`config.mk`:
```
export PLATFORM = sky130hd
export DESIGN_NAME = sprite_draw_engine
export DESIGN_NICKNAME = d
export VERILOG_FILES = /design/src/rtl/sprite_draw_engine_pkg.sv /design/src/rtl/sprite_draw_engine_rect_scan_counter.sv /design/src/rtl/sprite_draw_engine.sv
export SDC_FILE = /design/constraint.sdc
export NUM_CORES = 1
export LEC_CHECK = 0
export BUFFER_PORTS_ARGS = -buffer_cell sky130_fd_sc_hd__buf_2
export CORE_MARGIN = 10
export CORE_UTILIZATION = 45
export CTS_CLUSTER_SIZE = 12
export DETAILED_ROUTE_END_ITERATION = 10
export PLACE_DENSITY = 0.7
export SYNTH_ARGS = -nofsm -noshare
export SYNTH_HDL_FRONTEND = slang
export SYNTH_HIERARCHICAL = 1
export SYNTH_SLANG_ARGS = --single-unit
```
`constraint.sdc`:
```
create_clock -name clk -period 5.6 [get_ports clk]
set_input_delay 0.28 -clock clk [delete_from_list [all_inputs] [get_ports clk]]
set_output_delay 0.28 -clock clk [all_outputs]
set_load 0.05 [all_outputs]
```
`src/rtl/sprite_draw_engine_pkg.sv`:
```
// Shared constants, state encoding and request payload for the sprite draw engine.
package sprite_draw_engine_pkg;

  localparam int unsigned SCREEN_W = 160;
  localparam int unsigned SCREEN_H = 120;
  localparam int unsigned X_W      = 8;
  localparam int unsigned Y_W      = 7;
  localparam int unsigned ADDR_W   = 15;
  localparam int unsigned COLOR_W  = 3;
  localparam int unsigned XS_W     = X_W + 1;
  localparam int unsigned YS_W     = Y_W + 1;

  typedef enum logic [1:0] {
    ST_IDLE  = 2'd0,
    ST_SCAN  = 2'd1,
    ST_FLUSH = 2'd2,
    ST_DONE  = 2'd3
  } draw_state_e;

  typedef struct packed {
    logic [X_W-1:0] x0;
    logic [Y_W-1:0] y0;
    logic [X_W-1:0] w;
    logic [Y_W-1:0] h;
    logic           black;
  } draw_req_t;

  // Sums carry one extra bit so a wrap past X_W/Y_W bits is still seen as off-screen.
  function automatic logic on_screen(input logic [XS_W-1:0] x, input logic [YS_W-1:0] y);
    return (x < XS_W'(SCREEN_W)) && (y < YS_W'(SCREEN_H));
  endfunction

endpackage

```
`src/rtl/sprite_draw_engine_rect_scan_counter.sv`:
```
// Row-major col/row/linear-address counters for one rectangle, with a last-pixel flag.
module rect_scan_counter
  import sprite_draw_engine_pkg::*;
(
  input  logic              clk,
  input  logic              reset,
  input  logic              clear_i,
  input  logic              step_i,
  input  logic [X_W-1:0]    w_i,
  input  logic [Y_W-1:0]    h_i,
  output logic [X_W-1:0]    col_o,
  output logic [Y_W-1:0]    row_o,
  output logic [ADDR_W-1:0] addr_o,
  output logic              last_c_o
);

  logic [X_W-1:0]    col_q, col_d;
  logic [Y_W-1:0]    row_q, row_d;
  logic [ADDR_W-1:0] addr_q, addr_d;
  logic              col_wrap_c;

  always_comb begin
    col_d      = col_q;
    row_d      = row_q;
    addr_d     = addr_q;
    col_wrap_c = (col_q == (w_i - X_W'(1)));
    if (clear_i) begin
      col_d  = '0;
      row_d  = '0;
      addr_d = '0;
    end else if (step_i) begin
      addr_d = addr_q + ADDR_W'(1);
      if (col_wrap_c) begin
        col_d = '0;
        row_d = row_q + Y_W'(1);
      end else begin
        col_d = col_q + X_W'(1);
      end
    end
  end

  always_ff @(posedge clk or posedge reset) begin
    if (reset) begin
      col_q  <= '0;
      row_q  <= '0;
      addr_q <= '0;
    end else begin
      col_q  <= col_d;
      row_q  <= row_d;
      addr_q <= addr_d;
    end
  end

  assign col_o    = col_q;
  assign row_o    = row_q;
  assign addr_o   = addr_q;
  assign last_c_o = col_wrap_c && (row_q == (h_i - Y_W'(1)));

endmodule

```
`src/rtl/sprite_draw_engine.sv`:
```
// Rectangle draw engine: walks a request row-major, fetches ROM colours and drives VGA plots.
module sprite_draw_engine
  import sprite_draw_engine_pkg::*;
(
  input  logic               clk,
  input  logic               reset,
  input  logic               req_valid,
  output logic               req_ready,
  input  logic [X_W-1:0]     req_x0,
  input  logic [Y_W-1:0]     req_y0,
  input  logic [X_W-1:0]     req_w,
  input  logic [Y_W-1:0]     req_h,
  input  logic               req_black,
  output logic [ADDR_W-1:0]  mem_addr,
  input  logic [COLOR_W-1:0] mem_data,
  output logic [X_W-1:0]     vga_x,
  output logic [Y_W-1:0]     vga_y,
  output logic [COLOR_W-1:0] vga_colour,
  output logic               vga_plot,
  output logic               busy,
  output logic               done
);

  draw_state_e        state_q, state_d;
  draw_req_t          req_q, req_d;
  logic               pix_vld_q, pix_vld_d;
  logic [X_W-1:0]     vga_x_q, vga_x_d;
  logic [Y_W-1:0]     vga_y_q, vga_y_d;
  logic               plot_q, plot_d;
  logic [COLOR_W-1:0] colour_q, colour_d;
  logic               ready_q, ready_d;
  logic               busy_q, busy_d;
  logic               done_q, done_d;

  logic               accept_c, start_scan_c, scan_step_c, last_c;
  logic [X_W-1:0]     col;
  logic [Y_W-1:0]     row;
  logic [XS_W-1:0]    x_sum_c;
  logic [YS_W-1:0]    y_sum_c;
  logic [COLOR_W-1:0] colour_c;

  rect_scan_counter u_scan (
    .clk      (clk),
    .reset    (reset),
    .clear_i  (start_scan_c),
    .step_i   (scan_step_c),
    .w_i      (req_q.w),
    .h_i      (req_q.h),
    .col_o    (col),
    .row_o    (row),
    .addr_o   (mem_addr),
    .last_c_o (last_c)
  );

  // Next state, request capture, fetch pipeline and clip/black colour selection.
  always_comb begin
    state_d      = state_q;
    req_d        = req_q;
    accept_c     = req_valid && (state_q == ST_IDLE);
    start_scan_c = 1'b0;
    scan_step_c  = 1'b0;
    x_sum_c      = XS_W'(req_q.x0) + XS_W'(col);
    y_sum_c      = YS_W'(req_q.y0) + YS_W'(row);
    pix_vld_d    = (state_q == ST_SCAN);
    vga_x_d      = vga_x_q;
    vga_y_d      = vga_y_q;
    plot_d       = 1'b0;
    colour_c     = colour_q;
    if (pix_vld_q) begin
      colour_c = req_q.black ? '0 : mem_data;
    end
    colour_d = colour_c;

    case (state_q)
      ST_IDLE: begin
        if (accept_c) begin
          req_d = '{x0: req_x0, y0: req_y0, w: req_w, h: req_h, black: req_black};
          if ((req_w != '0) && (req_h != '0)) begin
            state_d      = ST_SCAN;
            start_scan_c = 1'b1;
          end else begin
            state_d = ST_DONE;
          end
        end
      end
      ST_SCAN: begin
        vga_x_d = x_sum_c[X_W-1:0];
        vga_y_d = y_sum_c[Y_W-1:0];
        plot_d  = on_screen(x_sum_c, y_sum_c);
        if (last_c) begin
          state_d = ST_FLUSH;
        end else begin
          scan_step_c = 1'b1;
        end
      end
      ST_FLUSH: state_d = ST_DONE;
      ST_DONE:  state_d = ST_IDLE;
      default:  state_d = ST_IDLE;
    endcase

    ready_d = (state_d == ST_IDLE);
    busy_d  = (state_d != ST_IDLE);
    done_d  = (state_d == ST_DONE);
  end

  always_ff @(posedge clk or posedge reset) begin
    if (reset) begin
      state_q   <= ST_IDLE;
      req_q     <= '0;
      pix_vld_q <= 1'b0;
      vga_x_q   <= '0;
      vga_y_q   <= '0;
      plot_q    <= 1'b0;
      colour_q  <= '0;
      ready_q   <= 1'b1;
      busy_q    <= 1'b0;
      done_q    <= 1'b0;
    end else begin
      state_q   <= state_d;
      req_q     <= req_d;
      pix_vld_q <= pix_vld_d;
      vga_x_q   <= vga_x_d;
      vga_y_q   <= vga_y_d;
      plot_q    <= plot_d;
      colour_q  <= colour_d;
      ready_q   <= ready_d;
      busy_q    <= busy_d;
      done_q    <= done_d;
    end
  end

  assign req_ready  = ready_q;
  assign vga_x      = vga_x_q;
  assign vga_y      = vga_y_q;
  assign vga_plot   = plot_q;
  assign vga_colour = colour_c;
  assign busy       = busy_q;
  assign done       = done_q;

endmodule

```
Yosys cells after proc, flatten, opt, wreduce, memory -nomap -nowiden:

Cells that the tools add are included.

* bits in registers: 86
* bits in latches: 0
* bits in writable memories: 0
* memory bits (read-only): 0
* bits of input ports: 37
* output and inout bits: 37
* logic and storage cells: 65
* memories: 0

* add/subtract/negate cells: 7
* multiply operators: 0
* divide/modulo/power cells: 0
* order comparisons: 2
* equality and inequality tests: 6
* shifts and indexed selects: 0
* mux-type cells: 20
* bitwise gates (word level): 0
* reductions and logical operators: 13

Operators with widths (count)
* $mux W15: 2
* $mux W8: 3
* $mux W7: 3
* $add A15 B1 Y15 const B: 1
* $add A8 B8 Y9: 1
* $lt A9 B8 Y1 const B: 1
* $add A7 B7 Y8: 1
* $add A8 B1 Y8 const B: 1
* $eq A8 B8 Y1: 1
* $lt A8 B7 Y1 const B: 1
* $pmux W2 S4: 1
* $reduce_bool A8 Y1: 1
* $sub A8 B1 Y8 const B: 1
* $add A7 B1 Y7 const B: 1
* $eq A7 B7 Y1: 1
* $reduce_bool A7 Y1: 1
* $sub A7 B1 Y7 const B: 1
* $eq A2 B2 Y1 const B: 3
* $mux W1: 6
* $mux W2: 3
* $mux W3: 2
* $reduce_bool A2 Y1: 3
* $logic_and A1 B1 Y1: 4
* $logic_not A2 Y1: 2
* 2 further kinds: 3

Longest topological paths before layout:

Gate-level depths: netlist of the first run.

* word-level depth: 7
* gate-level depth with buffers: 14
* depth with buffers taken out: 13

Modules after synthesis:

Netlist of the first run, hierarchy kept.

By module, submodules not included
* sprite_draw_engine: instances 1, cells an instance 247, area an instance 2831.5 um^2, seq. area each 1402.6 um^2
* rect_scan_counter: instances 1, cells an instance 207, area an instance 1945.6 um^2, seq. area each 750.7 um^2

Worst setup path before layout of the first run:

Ideal clock, no wire load.

* path type: register to register
* start: reg req_q[10] in the netlist's numbering
* end: reg u_scan.row_q[0] (netlist: u_scan/row_o[0])
* setup time: 0.125 ns
* data arrival time: 2.695 ns
* data required time: 5.475 ns
* path slack: 2.780 ns
* cell stages (with the launch flop): 10
* path buffers: 1
* period minus slack after synthesis: 2.820 ns
* cell sequence: dfrtp_1 > nor3_2 > nand3_1 > xnor2_1 > nor3_1 > and4_1 > nor2_1 > clkbuf_1 > nor4b_4 > mux2_4

* word-level cells in the longest chain between the ends: 7
* elaborated cells between the ends (all ways): 8
* classes of those cells: add/sub: 1; eq/ne: 1; mux: 2; reduce/logical: 4

Ends and longest elaborated chain
* start, declared: RTL line sprite_draw_engine.sv:25 `draw_req_t req_q, req_d;`
* start signal, assigned: RTL line sprite_draw_engine.sv:120 `req_q <= req_d;`
* $sub A8 B1 Y8: RTL line sprite_draw_engine_rect_scan_counter.sv:26 `col_wrap_c = (col_q == (w_i - X_W'(1)));`
* $eq A8 B8 Y1: RTL line sprite_draw_engine_rect_scan_counter.sv:26
* $logic_and A1 B1 Y1: RTL line sprite_draw_engine_rect_scan_counter.sv:57 `assign last_c_o = col_wrap_c && (row_q == (h_i - Y_W'(1)));`
* net last_c: RTL line sprite_draw_engine.sv:35 `logic accept_c, start_scan_c, scan_step_c, last_c;`
* $mux W1: RTL line sprite_draw_engine.sv:90 `if (last_c) begin`
* $mux W1: RTL line sprite_draw_engine.sv:74 `case (state_q)`
* net scan_step_c: RTL line sprite_draw_engine.sv:35
* $reduce_bool A2 Y1 (no line)
* $reduce_and A2 Y1 (no line)
* end signal, assigned: RTL line sprite_draw_engine_rect_scan_counter.sv:49 `row_q <= row_d;`
* end, declared: RTL line sprite_draw_engine_rect_scan_counter.sv:18 `logic [Y_W-1:0] row_q, row_d;`

The timed path passes the listed nets, and every way through them passes these cells.
A chain may end at the register's enable or synchronous reset.

Final worst setup path of the first run:

* start: reg req_q[10] in the netlist's numbering
* end: reg u_scan.addr_q[13] (netlist: u_scan/addr_o[13])

* word-level cells in the longest chain between the ends: 6

Ends and longest elaborated chain
* $sub A8 B1 Y8: RTL line sprite_draw_engine_rect_scan_counter.sv:26
* $eq A8 B8 Y1: RTL line sprite_draw_engine_rect_scan_counter.sv:26
* $logic_and A1 B1 Y1: RTL line sprite_draw_engine_rect_scan_counter.sv:57
* net last_c: RTL line sprite_draw_engine.sv:35
* $mux W1: RTL line sprite_draw_engine.sv:90
* $mux W1: RTL line sprite_draw_engine.sv:74
* net scan_step_c: RTL line sprite_draw_engine.sv:35
* $reduce_bool A2 Y1 (no line)
* end signal, assigned: RTL line sprite_draw_engine_rect_scan_counter.sv:50 `addr_q <= addr_d;`
* end, declared: RTL line sprite_draw_engine_rect_scan_counter.sv:19 `logic [ADDR_W-1:0] addr_q, addr_d;`

The timed path passes the listed nets, and every way through them passes these cells.

==> results.txt, run 1 <==
- Setup crit end: u_scan/addr_o[13]
* Total power divided by cell area: 579 nW/um^2
- Reg2reg start: req_q[10]
* Worst Slack Setup Final: 1.68 ns
- Drt first pass iters: 4
- Setup repair after global routing left no endpoint under its margin.
* Most area-hungry cell type in the Yosys netlist: sky130_fd_sc_hd__dfrtp_1
- In this run the deepest clock path goes through 2 buffers.
- Maximum fanout along the worst path: 20
- Post-CTS timing repair inserted 0 buffers for setup.
* Post-route clock period utilization: 70.0%
- In this run the critical register-to-register path is captured at u_scan/addr_o[13].
- For this run, the leading register cell type out of synthesis is sky130_fd_sc_hd__dfrtp_1.
- Standard cell core area: 10300 sq um
* Transition time at the pin with the least slew margin: 1.23 ns
* Slack of the worst reg-to-reg path: 1.68 ns
- Cell Count, Final, Fillers Out: 669
* Data required time at the worst endpoint: 5.84 ns
- Including well taps, the total number of placed cells is 653.
- Die width: 123 um
* Register bit total from synthesis: 86
- After detailed routing, the average wire length per cell comes to 15.5 um.
* # port buffers: 73
- Synthesized area per cell: 10.5 sq um
- For the final routed database, the setup TNS stands at 0 ns.
* Static Leak: 2.50 nW
- Wires add up to 10400 um.
- Vert. Die Dim: 123 um
* Clk Latency, worst-skew pair: 0.35 ns
* Maximum vdd drop: 0.314 mV
- Signal routing reaches up to met4.
- Power, Total: 3.19 mW
* Leading cell types by total area after synthesis: sky130_fd_sc_hd__dfrtp_1 45%, sky130_fd_sc_hd__mux2_2 6.6%, sky130_fd_sc_hd__ha_1 5.2%
* Congestion Overflow GR: 0
* Post-Synthesis Cell Area: 4780 sq um
- Clock sink total: 86
* Number of global-route vias before repair: 3637
- Result of the run: finished, final reports clean
- Detailed placement finished with a half-perimeter wire length of 7740 um.
* Place WS: 1.67 ns
* Number of hold-slack violations in the final timing report: 0
- Counting every instance in the synthesized netlist gives 454.
* Initial Utilization: 46.3%
- Hold Buf Count CTS: 0
* Worst hold margin: 0.103 ns
- Counting cells, the worst reg-to-reg path comes to 11.
- CTS tree: done
- Tracing the worst setup path back leads to its startpoint at req_q[10].
* Area after DPL: 5290 sq um
* Share of flip-flops with an asynchronous set or reset: 100%
- The finished cells cover 5510 sq um.
- Number of antenna violations at the first check in global routing: 0
- During synthesis, Yosys emitted a total of 6 warnings.
- Area growth syn-to-layout: 15.3%
- Pins Over Slew Limit: 0
- The first global-routing pass estimated 17300 um of wire.
- Number of buffers created by CTS: 9
- Wire segments on met2 add up to 4830 um in the final route.
- Dividing the detail-routed via count by the number of cells gives 5.30.
- CTS H-Tree Depth: 3
* Clock slew at reported path FFs: 0.09 ns
- Clock period minus worst slack: 3.92 ns
- Yosys mapped a number of flops with a built-in enable equal to 0.
- The root buffer cell chosen for the clock tree is sky130_fd_sc_hd__clkbuf_8.
- Global routing used 14.0% of the available tracks.
- Net count after synthesis: 513
- For the final database, setup skew stands at 0.00863 ns.
- Critical path type: reg2reg
- STA classifies the critical path startpoint as a flop.
- CP Capture Type: flop
* Final Util: 53.4%
- Number of I/O pins: 74
- Distinct cell type count of the synthesized netlist: 65
* Worst Path Arrival: 4.16 ns
- Number of remaining DRC errors: 0
- Detailed routing inserted a total of 3544 vias.
- Antenna Nets Post-Route: 0
- The final layout contains 587 nets.
- Number of antenna diodes: 0
* Maximum number of pins on one net before global-route repair: 57
* Met3 routed WL: 662 um
- Most instantiated library cell after synthesis: sky130_fd_sc_hd__dfrtp_1
- Type of the tightest min-delay check: in2async
- Of the cells placed in the final design, the portion with a size suffix greater than 1 is 26.1%.
* Floorplan die area: 15100 sq um
* Highest achievable clock rate: 0.255 GHz
- Setup violations remaining at the end of the flow were counted as 0.
* Site row count: 37
* DR iter-0 viols: 142
* Top-area cell type share of the netlist area: 44.5%
- Final weighted congestion of routability-driven global placement: 0.852
- Top cells by instance count after synthesis: 85 x sky130_fd_sc_hd__dfrtp_1, 41 x sky130_fd_sc_hd__nor2_1, 35 x sky130_fd_sc_hd__nand2_1
- MaxCap Viol Count: 0
- The detailed router put a total of 4680 um of wire on met1.
- Cells resized by post-CTS repair: 0
- Headroom to the max-slew limit came out at 17.6%.
- Share of the yosys chip area belonging to registers: 45.1%
[metal layers]
layer / vias up / track usage [%]
met1: 1701 / 16.9
li1: 1747 / -
met4: 0 / 5.53
met3: 18 / 3.65
met2: 78 / 23.4
met5: - / 0
[state kept, by name, summed over array words and instances (netlist names)]
name,cells
busy,1
colour_q,3
done,1
pix_vld_q,1
req_q,31
req_ready,1
state_q,2
u_scan/addr_o,15
u_scan/col_o,8
u_scan/row_o,7
vga_plot,1
vga_x,8
vga_y,7
[cells in the final DEF (no fill, tap or decap), types with 17 or more instances in the layout]
| master | instances |
|---|---|
| sky130_fd_sc_hd__ha_1 | 20 |
| sky130_fd_sc_hd__inv_1 | 20 |
| sky130_fd_sc_hd__dfrtp_1 | 85 |
| sky130_fd_sc_hd__buf_2 | 73 |
| sky130_fd_sc_hd__xnor2_1 | 22 |
| sky130_fd_sc_hd__xor2_1 | 24 |
| sky130_fd_sc_hd__mux2_2 | 28 |
| sky130_fd_sc_hd__nand2_1 | 35 |
| sky130_fd_sc_hd__o21ai_0 | 17 |
| sky130_fd_sc_hd__nor2_1 | 41 |
[how the worst min path moves through the flow]
stage | endpoint | depth (start not counted)
floorplan | u_scan/addr_o[0] | 1
global placement | vga_y[4] | 2
detailed placement | vga_y[3] | 2
CTS | req_q[17] | 3
global route | req_q[17] | 3
finish | req_q[9] | 3
[critical path: stages (launching register included)]
cell	delay [ns]
sky130_fd_sc_hd__dfrtp_1	0.46
sky130_fd_sc_hd__nor3_2	0.26
sky130_fd_sc_hd__nand3_1	0.14
sky130_fd_sc_hd__xnor2_1	0.59
sky130_fd_sc_hd__nor3_1	0.14
sky130_fd_sc_hd__and4_1	0.22
sky130_fd_sc_hd__nor2_1	0.94
sky130_fd_sc_hd__o2111ai_1	0.30
sky130_fd_sc_hd__nor3_1	0.42
sky130_fd_sc_hd__nand3_1	0.15
sky130_fd_sc_hd__xor2_1	0.15
sky130_fd_sc_hd__nor2_1	0.05
[layout make-up]
class	count	area, sq um
clock buffer	11	141
clock inverter	5	82.6
fill	932	4810
inverter	22	82.6
multi-input combinational	333	2490
sequential	86	2150
tap	136	170
timing repair buffer	76	388
[kinds of logic (layout without fill, tap and decap cells)]
group                    after synthesis  after routing  share of synthesized area, %
multiplexers                          38             38                          8.96
AND/OR/NAND/NOR                      162            162                          18.4
buffers and inverters                 35            114                          2.88
flip-flops                            86             86                          45.1
XOR/XNOR                              47             47                          8.77
AO/OA/AOI/OAI                         64             64                          9.87
adder cells (fa/ha/maj)               22             22                          6.08
[report_power, final]
part / switching, mW / internal, mW / leakage [nW]
Sequential: 0.233 / 0.862 / 1.06
Combinational: 0.981 / 0.622 / 1.33
Clock: 0.225 / 0.265 / 0.113
Power figures use the tool's default switching activity.
==> inputs of run 2 (changes only) <==
==> constraint.sdc (replaced) <==
create_clock -name clk -period 4.1 [get_ports clk]
set_input_delay 0.205 -clock clk [delete_from_list [all_inputs] [get_ports clk]]
set_output_delay 0.205 -clock clk [all_outputs]
set_load 0.05 [all_outputs]
==> run 2 against run 1 <==
Effect of this change: clock power increased by 38%; count of clock-buffer cells in the layout fell by 1; sequential power up 36%; routed wire length is 0.70% higher; global-route usage is 0.32 points higher; core utilization is 0.36 points higher; via count up 0.56%.
==> results.txt, run 2 (synthesis results as in run 1) <==
* Result of the run: finished, final reports clean (unchanged)
* End of the worst register-to-register path: u_scan/row_o[0] (was u_scan/addr_o[13])
- The number of post-CTS setup repair buffers is 0 (unchanged).
- The depth of the most critical reg-to-reg path is 9 (was 11).
- RSZ-0062 raised after global routing: no (unchanged).
* Drt first pass iters: 4 (unchanged)
- CTS H-Tree Depth: 3 (unchanged)
- Antenna Nets Post-Route: 0 (unchanged)
- Number of I/O pins: 74 (unchanged)
- Post-detailed-route via-to-cell ratio: 5.30 (about the same)
* Power share of the clock group: 15.4% (about the same)
* Final Util: 53.7% (was 53.4%)
- Hold Buf Count CTS: 1 (was 0)
* Data required time at the worst endpoint: 4.36 ns (was 5.84 ns)
- The standard cell core area was 10300 sq um (unchanged).
- The standby leakage power is 2.52 nW (was 2.50 nW).
- Buffering stage count on the worst path with inverters included: 1 (was 0)
* Portion of total power attributed to combinational logic: 50.2% (was 50.3%)
- Detail Placement HPWL: 7820 um (was 7740 um)
* Area growth syn-to-layout: 16.1% (was 15.3%)
- The aggregate global routing overflow came to 0 (unchanged).
- The worst-skew pair later-pin latency was 0.37 ns (was 0.35 ns).
* Final Net Count: 591 (was 587)
- The average routed wire per standard cell is 15.5 um (about the same).
* Internal Power: 2.40 mW (was 1.75 mW)
- The global routing usage summed across all routing layers was 14.3% (was 14.0%).
- The worst hold-check path type was in2reg (was in2async).
* Number of hold-slack violations in the final timing report: 0 (unchanged)
- Setup TNS: 0 ns (unchanged)
- The worst hold path passes through 3 cells.
- # port buffers: 73 (unchanged)
- The total clock buffers created by CTS is 9 (unchanged).
- Worst Min Path Start: req_y0[1]
* Slowest stage delay, CP: 0.63 ns (was 0.94 ns)
- The final max-slew violation count is 0 (unchanged).
* Reg2reg start: req_q[10] (unchanged)
- The portion of the clock cycle consumed by the worst path in the final layout is 86.5% (was 70.0%).
- The switching part of the total is 45.1% (about the same).
- The total instance count after detailed placement was 656 (was 653).
- The register with the most flip-flops is req_q (unchanged).
- Crit. path cell count: 9 (was 11)
* Vert. Die Dim: 123 um (unchanged)
* Number of global-route vias before repair: 3632 (was 3637)
- Die width: 123 um (unchanged)
- Global-route wire length before repair: 17500 um (was 17300 um)
- The starting density of the core came to 46.3% (unchanged).
- The total via count in the routed design was 3564 (was 3544).
- The register-to-register setup slack was 0.56 ns (was 1.68 ns).
- The number of design rule violations left after detail routing was 0 (unchanged).
* Maximum fanout along the worst path: 13 (was 20)
- MaxCap Viol Count: 0 (unchanged)
- The number of standard cells in the final layout excluding fillers is 673 (was 669).
- The clock skew is 0.00492 ns (was 0.00863 ns).
- Worst-case clock buffer depth: 2 (unchanged)
* Site row count: 37 (unchanged)
- Proportion of power drawn by flip-flops and latches: 34.3% (was 34.4%)
- The number of antenna violations at the first check in global routing is 0 (unchanged).
* Sw Pwr: 1.97 mW (was 1.44 mW)
- Buffer cell driving the clock tree root: sky130_fd_sc_hd__clkbuf_8 (unchanged)
- The clock period minus worst slack was 3.54 ns (was 3.92 ns).
- Cells resized by post-CTS repair: 0 (unchanged)
* Share of layout cells above drive strength 1: 26.6% (was 26.1%)
- For hold timing, the worst endpoint is req_q[17].
- The antenna cell count was 0 (unchanged).
- Highest-count cells in the layout ignoring fill and taps: 85 x sky130_fd_sc_hd__dfrtp_1, 73 x sky130_fd_sc_hd__buf_2, 41 x sky130_fd_sc_hd__nor2_1, 35 x sky130_fd_sc_hd__nand2_1, 28 x sky130_fd_sc_hd__mux2_2 (unchanged)
- The total die area is 15100 sq um (unchanged).
- The kind of start point of the critical path is a flop (unchanged).
- Total power divided by cell area: 788 nW/um^2 (was 579 nW/um^2)
* Highest achievable clock rate: 0.282 GHz (was 0.255 GHz)
- The family with the most delay on the worst path is simple AND/OR/NAND/NOR gates (unchanged).
- The worst vdd rail ir drop is 0.483 mV (was 0.314 mV).
- The most common cell after layout, fill and taps aside is sky130_fd_sc_hd__dfrtp_1 (unchanged).
* Transition time at the pin with the least slew margin: 0.771 ns (was 1.23 ns)
* Cell with the biggest individual delay on the critical path: sky130_fd_sc_hd__xnor2_1 (was sky130_fd_sc_hd__nor2_1)
* Maximum number of pins on one net before global-route repair: 57 (unchanged)
- The data arrival at the endpoint of the critical path was 3.80 ns (was 4.16 ns).
- Final count of negative-setup-slack endpoints: 0 (unchanged)
- The sort of element at the end of the critical path is a flop (unchanged).
- The global placer's final weighted congestion came to 0.871 (was 0.852).
- Routed wire length: 10400 um (about the same)
* Tightest slew margin relative to the limit: 48.2% (was 17.6%)
* Critical path type: reg2reg (unchanged)
- The number of clock sinks seen by CTS came to 86 (unchanged).
* DR iter-0 viols: 179 (was 142)
* CTS tree: done (unchanged)
- Crit-path cells: nor3_2 -> nand3_1 -> xnor2_1 -> nor3_1 -> and4_1 -> nor2_1 -> buf_4 -> nor4b_4 -> mux2_4 (was nor3_2 -> nand3_1 -> xnor2_1 -> nor3_1 -> and4_1 -> nor2_1 -> o2111ai_1 -> nor3_1 -> nand3_1 -> xor2_1 -> nor2_1)
- The clock-pin transition on the worst setup and hold timing paths came to 0.09 ns (about the same).
- The flip-flop count of the largest register after layout was 31 (unchanged).
## run 2: changes by cell type in the layout (fill, tap and decap cells not counted), sizes merged
| cell | delta |
|---|---|
| buf | +3 |
| inv | +3 |
| clkinv | -2 |
| clkbuf | -1 |
| dlygate4sd3 | +1 |
## run 2: routing by layer
layer  track usage [%]  vias up  routed length [um]
met5                 0        -                   0
met4              4.73        0                 182
met3              5.20       10                 724
met2              23.5       91                4930
met1              17.1     1702                4590
li1                  -     1761                   -
## run 2: worst min-delay path: cells and delay by family
| kind | cells | cell delay, ns |
|---|---|---|
| and+or+nand+nor | 1 | 0.04 |
| buffers and inverters | 1 | 0.07 |
| AOI/OAI and AO/OA | 1 | 0.06 |
## run 2: power groups by stage
stage	combinational (mW)	clock (mW)	sequential [mW]
after floorplan	1.40	0	1.82
after global placement	2.14	0	1.50
after detailed placement	2.20	0	1.52
after CTS	2.21	0.702	1.50
after global routing	2.43	0.736	1.55
final	2.19	0.674	1.50
## run 2: metrics by stage
stage | area, sq um | worst slack (ns) | power [mW] | hold slack, ns
detailed placement | 5310 | 0.616 | 3.71 | 0.329
global placement | 5310 | 0.725 | 3.64 | 0.328
floorplan | 4780 | 1.28 | 3.21 | 0.296
finish | 5550 | 0.555 | 4.37 | 0.0368
CTS | 5550 | 0.598 | 4.41 | 0.0164
global route | 5550 | 0.265 | 4.72 | 0.0387
## run 2: how the worst max path moves through the flow
stage / slack, ns / endpoint / startpoint
2_1_floorplan: 1.28 / u_scan/row_o[0] / req_q[10]
3_3_place_gp: 0.72 / u_scan/row_o[0] / req_q[10]
3_5_place_dp: 0.62 / u_scan/row_o[0] / req_q[10]
4_1_cts: 0.60 / u_scan/row_o[0] / req_q[10]
5_1_grt: 0.26 / u_scan/addr_o[11] / req_q[10]
6_report: 0.56 / u_scan/row_o[0] / req_q[10]
## run 2: final cells by class
type | instances | area [sq um]
clock inverter | 6 | 91.3
timing repair buffer | 80 | 420
inverter | 22 | 82.6
tap | 136 | 170
fill | 903 | 4780
clock buffer | 10 | 138
multi-input combinational | 333 | 2490
sequential | 86 | 2150
==> inputs of run 3 (changes only) <==
--- a/config.mk
+++ b/config.mk
@@ -10,6 +10,7 @@
 export CORE_UTILIZATION = 45
 export CTS_CLUSTER_SIZE = 12
 export DETAILED_ROUTE_END_ITERATION = 10
+export MAX_ROUTING_LAYER = met4
 export PLACE_DENSITY = 0.7
 export SYNTH_ARGS = -nofsm -noshare
 export SYNTH_HDL_FRONTEND = slang
==> constraint.sdc (replaced) <==
create_clock -name clk -period 4.6 [get_ports clk]
set_input_delay 0.23 -clock clk [delete_from_list [all_inputs] [get_ports clk]]
set_output_delay 0.23 -clock clk [all_outputs]
set_load 0.05 [all_outputs]
==> run 3 against run 2 <==
Effect of this change: first-iteration DRC count up 47%; total power down 13%; non-clock buffer count fell by 2; design area shrank 1.3%; fmax fell by 4.5%; via count is 1.1% higher; sequential cell count unchanged; count of clock-buffer cells in the layout down 1; critical path depth rose by 2; highest routed layer unchanged.
==> results.txt, run 3 (synthesis results as in run 1) <==
* Number of remaining DRC errors: 0 (unchanged)
- Worst-case clock skew: 0.00974 ns (was 0.00492 ns)
* Maximum number of pins on one net before global-route repair: 57 (unchanged)
* Number of buffers created by CTS: 9 (unchanged)
- Commonest non-fill, non-tap cell in the layout: sky130_fd_sc_hd__dfrtp_1 (unchanged)
- Initial Utilization: 46.3% (unchanged)
- CTS tree: done (unchanged)
* Clock slew at reported path FFs: 0.08 ns (was 0.09 ns)
- Hold Buf Count CTS: 0 (was 1)
- The detailed-routing iteration count for the pre-antenna-repair pass came to 5 (was 4).
- The count of nets left with antenna violations after detail routing came to 0 (unchanged).
- The final routed wirelength across all metal layers came to 10800 um (was 10400 um).
* Power share of the clock group: 12.6% (was 15.4%)
- Global-route total usage across every layer: 15.0% (was 14.3%)
- The antenna cell count was 0 (unchanged).
- Final weighted congestion of routability-driven global placement: 0.858 (was 0.871)
* Type of the tightest min-delay check: in2async (was in2reg)
- The worst-skew pair later-pin latency was 0.37 ns (about the same).
- Result of the run: finished, final reports clean (unchanged).
- The number of antenna violations at the first check in global routing was 0 (unchanged).
* Number of I/O pins: 74 (unchanged)
- The number of post-CTS setup repair buffers was 0 (unchanged).
* # port buffers: 73 (unchanged)
- Highest-count cells in the layout ignoring fill and taps: 85 x sky130_fd_sc_hd__dfrtp_1, 73 x sky130_fd_sc_hd__buf_2, 41 x sky130_fd_sc_hd__nor2_1, 35 x sky130_fd_sc_hd__nand2_1, 28 x sky130_fd_sc_hd__mux2_2 (unchanged)
* Average routed wire per standard cell: 16.2 um (was 15.5 um)
* Flip-flop count of the largest register after layout: 31 (unchanged)
* Critical path type: reg2reg (unchanged)
- The final instance area is 5470 sq um (was 5550 sq um).
* Congestion Overflow GR: 0 (unchanged)
- The via count of the first global-routing pass was 3713 (was 3632).
- Detail Placement HPWL: 8080 um (was 7820 um)
* Cell with the biggest individual delay on the critical path: sky130_fd_sc_hd__xnor2_1 (unchanged)
- The final worst slack was 0.889 ns (was 0.555 ns).
* Share of layout cells above drive strength 1: 26.5% (was 26.6%)
* Area after DPL: 5300 sq um (was 5310 sq um)
* Standard cell core area: 10300 sq um (unchanged)
- The utilization after layout is 53.0% (was 53.7%).
- The quantity of gates resized following cts is 0 (unchanged).
- The number of clock sinks seen by CTS was 86 (unchanged).
* Detailed-route via count: 3602 (was 3564)
- Global-route wire length before repair: 17800 um (was 17500 um)
- Reg2reg start: req_q[10] (unchanged)
- The number of vias per cell after detailed routing is 5.37 (was 5.30).
* Number of fillers in the final layout: 939 (was 903)
* Nature of the critical path startpoint: flop (unchanged)
- Portion of total power attributed to combinational logic: 52.0% (was 50.2%)
- Crit-path cells: nor3_2 -> nand3_1 -> xnor2_1 -> nor3_1 -> and4_1 -> nor2_1 -> o2111ai_1 -> nor3_1 -> nand4_1 -> xor2_1 -> nor2_1 (was nor3_2 -> nand3_1 -> xnor2_1 -> nor3_1 -> and4_1 -> nor2_1 -> buf_4 -> nor4b_4 -> mux2_4)
* Maximum vdd drop: 0.361 mV (was 0.483 mV)
* Post-route clock period utilization: 80.7% (was 86.5%)
- Floorplan die area: 15100 sq um (unchanged)
- Slack of the worst reg-to-reg path: 0.89 ns (was 0.56 ns)
- Number of cells traversed by the worst register-to-register path: 11 (was 9)
* Number of hold-slack violations in the final timing report: 0 (unchanged)
- Data required time at the worst endpoint: 4.84 ns (was 4.36 ns)
- Transition time at the pin with the least slew margin: 1.14 ns (was 0.771 ns)
- MaxCap Viol Count: 0 (unchanged)
- Highest achievable clock rate: 0.269 GHz (was 0.282 GHz)
- The sort of element at the end of the critical path was a flop (unchanged).
* RSZ-0062 raised after global routing: no (unchanged)
- Sw Pwr: 1.78 mW (was 1.97 mW)
- The area growth from synthesis to layout came to 14.6% (was 16.1%).
- Pins Over Slew Limit: 0 (unchanged)
- Final Net Count: 589 (was 591)
* Maximum fanout along the worst path: 14 (was 13)
- The largest incremental delay on the critical path was 0.68 ns (was 0.63 ns).
* Worst-case clock buffer depth: 2 (unchanged)
- The number of endpoints failing setup at the final stage came to 0 (unchanged).
- Place WS: 0.957 ns (was 0.616 ns)
- The sequential fraction of design power was 35.4% (was 34.3%).
- Die width: 123 um (unchanged)
* Tightest slew margin relative to the limit: 24.0% (was 48.2%)
* Worst Path Arrival: 3.95 ns (was 3.80 ns)
- Fraction of power spent switching nets: 46.9% (was 45.1%)
- The reg-to-reg critical path endpoint is u_scan/addr_o[14] (was u_scan/row_o[0]).
- The deepest level of the CTS H-tree was 3 (unchanged).
* Vert. Die Dim: 123 um (unchanged)
- The setup total negative slack is 0 ns (unchanged).
- Clock period minus worst slack: 3.71 ns (was 3.54 ns)
- The internal power contribution is 2.01 mW (was 2.40 mW).
* Largest register by flop count: req_q (unchanged)
* Static Leak: 2.48 nW (was 2.52 nW)
- The power per standard cell area came to 692 nW/um^2 (was 788 nW/um^2).
- The cell chosen for the clock root is sky130_fd_sc_hd__clkbuf_8 (unchanged).
- Site row count: 37 (unchanged)
- DR iter-0 viols: 264 (was 179)
-- run 3: worst max-delay path by stage --
stage / start / to / slack [ns] / cells past startpoint
floorplan: req_q[10] / u_scan/row_o[0] / 1.78 / 9
global placement: req_q[10] / u_scan/addr_o[13] / 1.09 / 11
detailed placement: req_q[10] / u_scan/addr_o[13] / 0.96 / 11
CTS: req_q[10] / u_scan/addr_o[13] / 0.95 / 11
global route: req_q[10] / u_scan/addr_o[14] / 0.46 / 11
finish: req_q[10] / u_scan/addr_o[14] / 0.89 / 11
-- run 3: area by class of cell --
| class | count | area (sq um) | share of cell area, % |
|---|---|---|---|
| clock buffers | 9 | 124 | 2.26 |
| clock inverters | 7 | 48.8 | 0.892 |
| inverters | 22 | 82.6 | 1.51 |
| multi-input cells | 333 | 2490 | 45.5 |
| flip-flops and latches | 86 | 2150 | 39.3 |
| well taps | 136 | 170 | 3.11 |
| repair buffers | 78 | 403 | 7.36 |
-- run 3: power groups by stage --
stage	registers, mW	logic [mW]	clock network, mW
after floorplan	1.62	1.25	0
after global placement	1.34	1.91	0
after detailed placement	1.36	1.96	0
after CTS	1.34	1.98	0.498
after global routing	1.39	2.16	0.535
final	1.34	1.97	0.479
-- run 3: metal layers --
metal  vias up  track usage (%)  wire length [um]
met5         -                -                 0
met4         0             5.97               203
met1      1748             18.0              4700
li1       1751                -                 -
met3        14             3.60               660
met2        89             24.1              5280
-- run 3: worst max-delay path, delay by kind of cell (launching register included) --
family | cells | cell delay, ns
flip-flops | 1 | 0.46
AO/OA/AOI/OAI | 1 | 0.27
XOR/XNOR | 2 | 0.84
AND/OR/NAND/NOR | 8 | 2.01
-- run 3: per-stage QoR --
stage	hold slack (ns)	instances	power [mW]
3_3_place_gp	0.441	655	3.25
5_1_grt	0.0735	671	4.09
2_1_floorplan	0.321	454	2.86
3_5_place_dp	0.442	655	3.32
6_report	0.0507	671	3.79
4_1_cts	0.0560	671	3.82
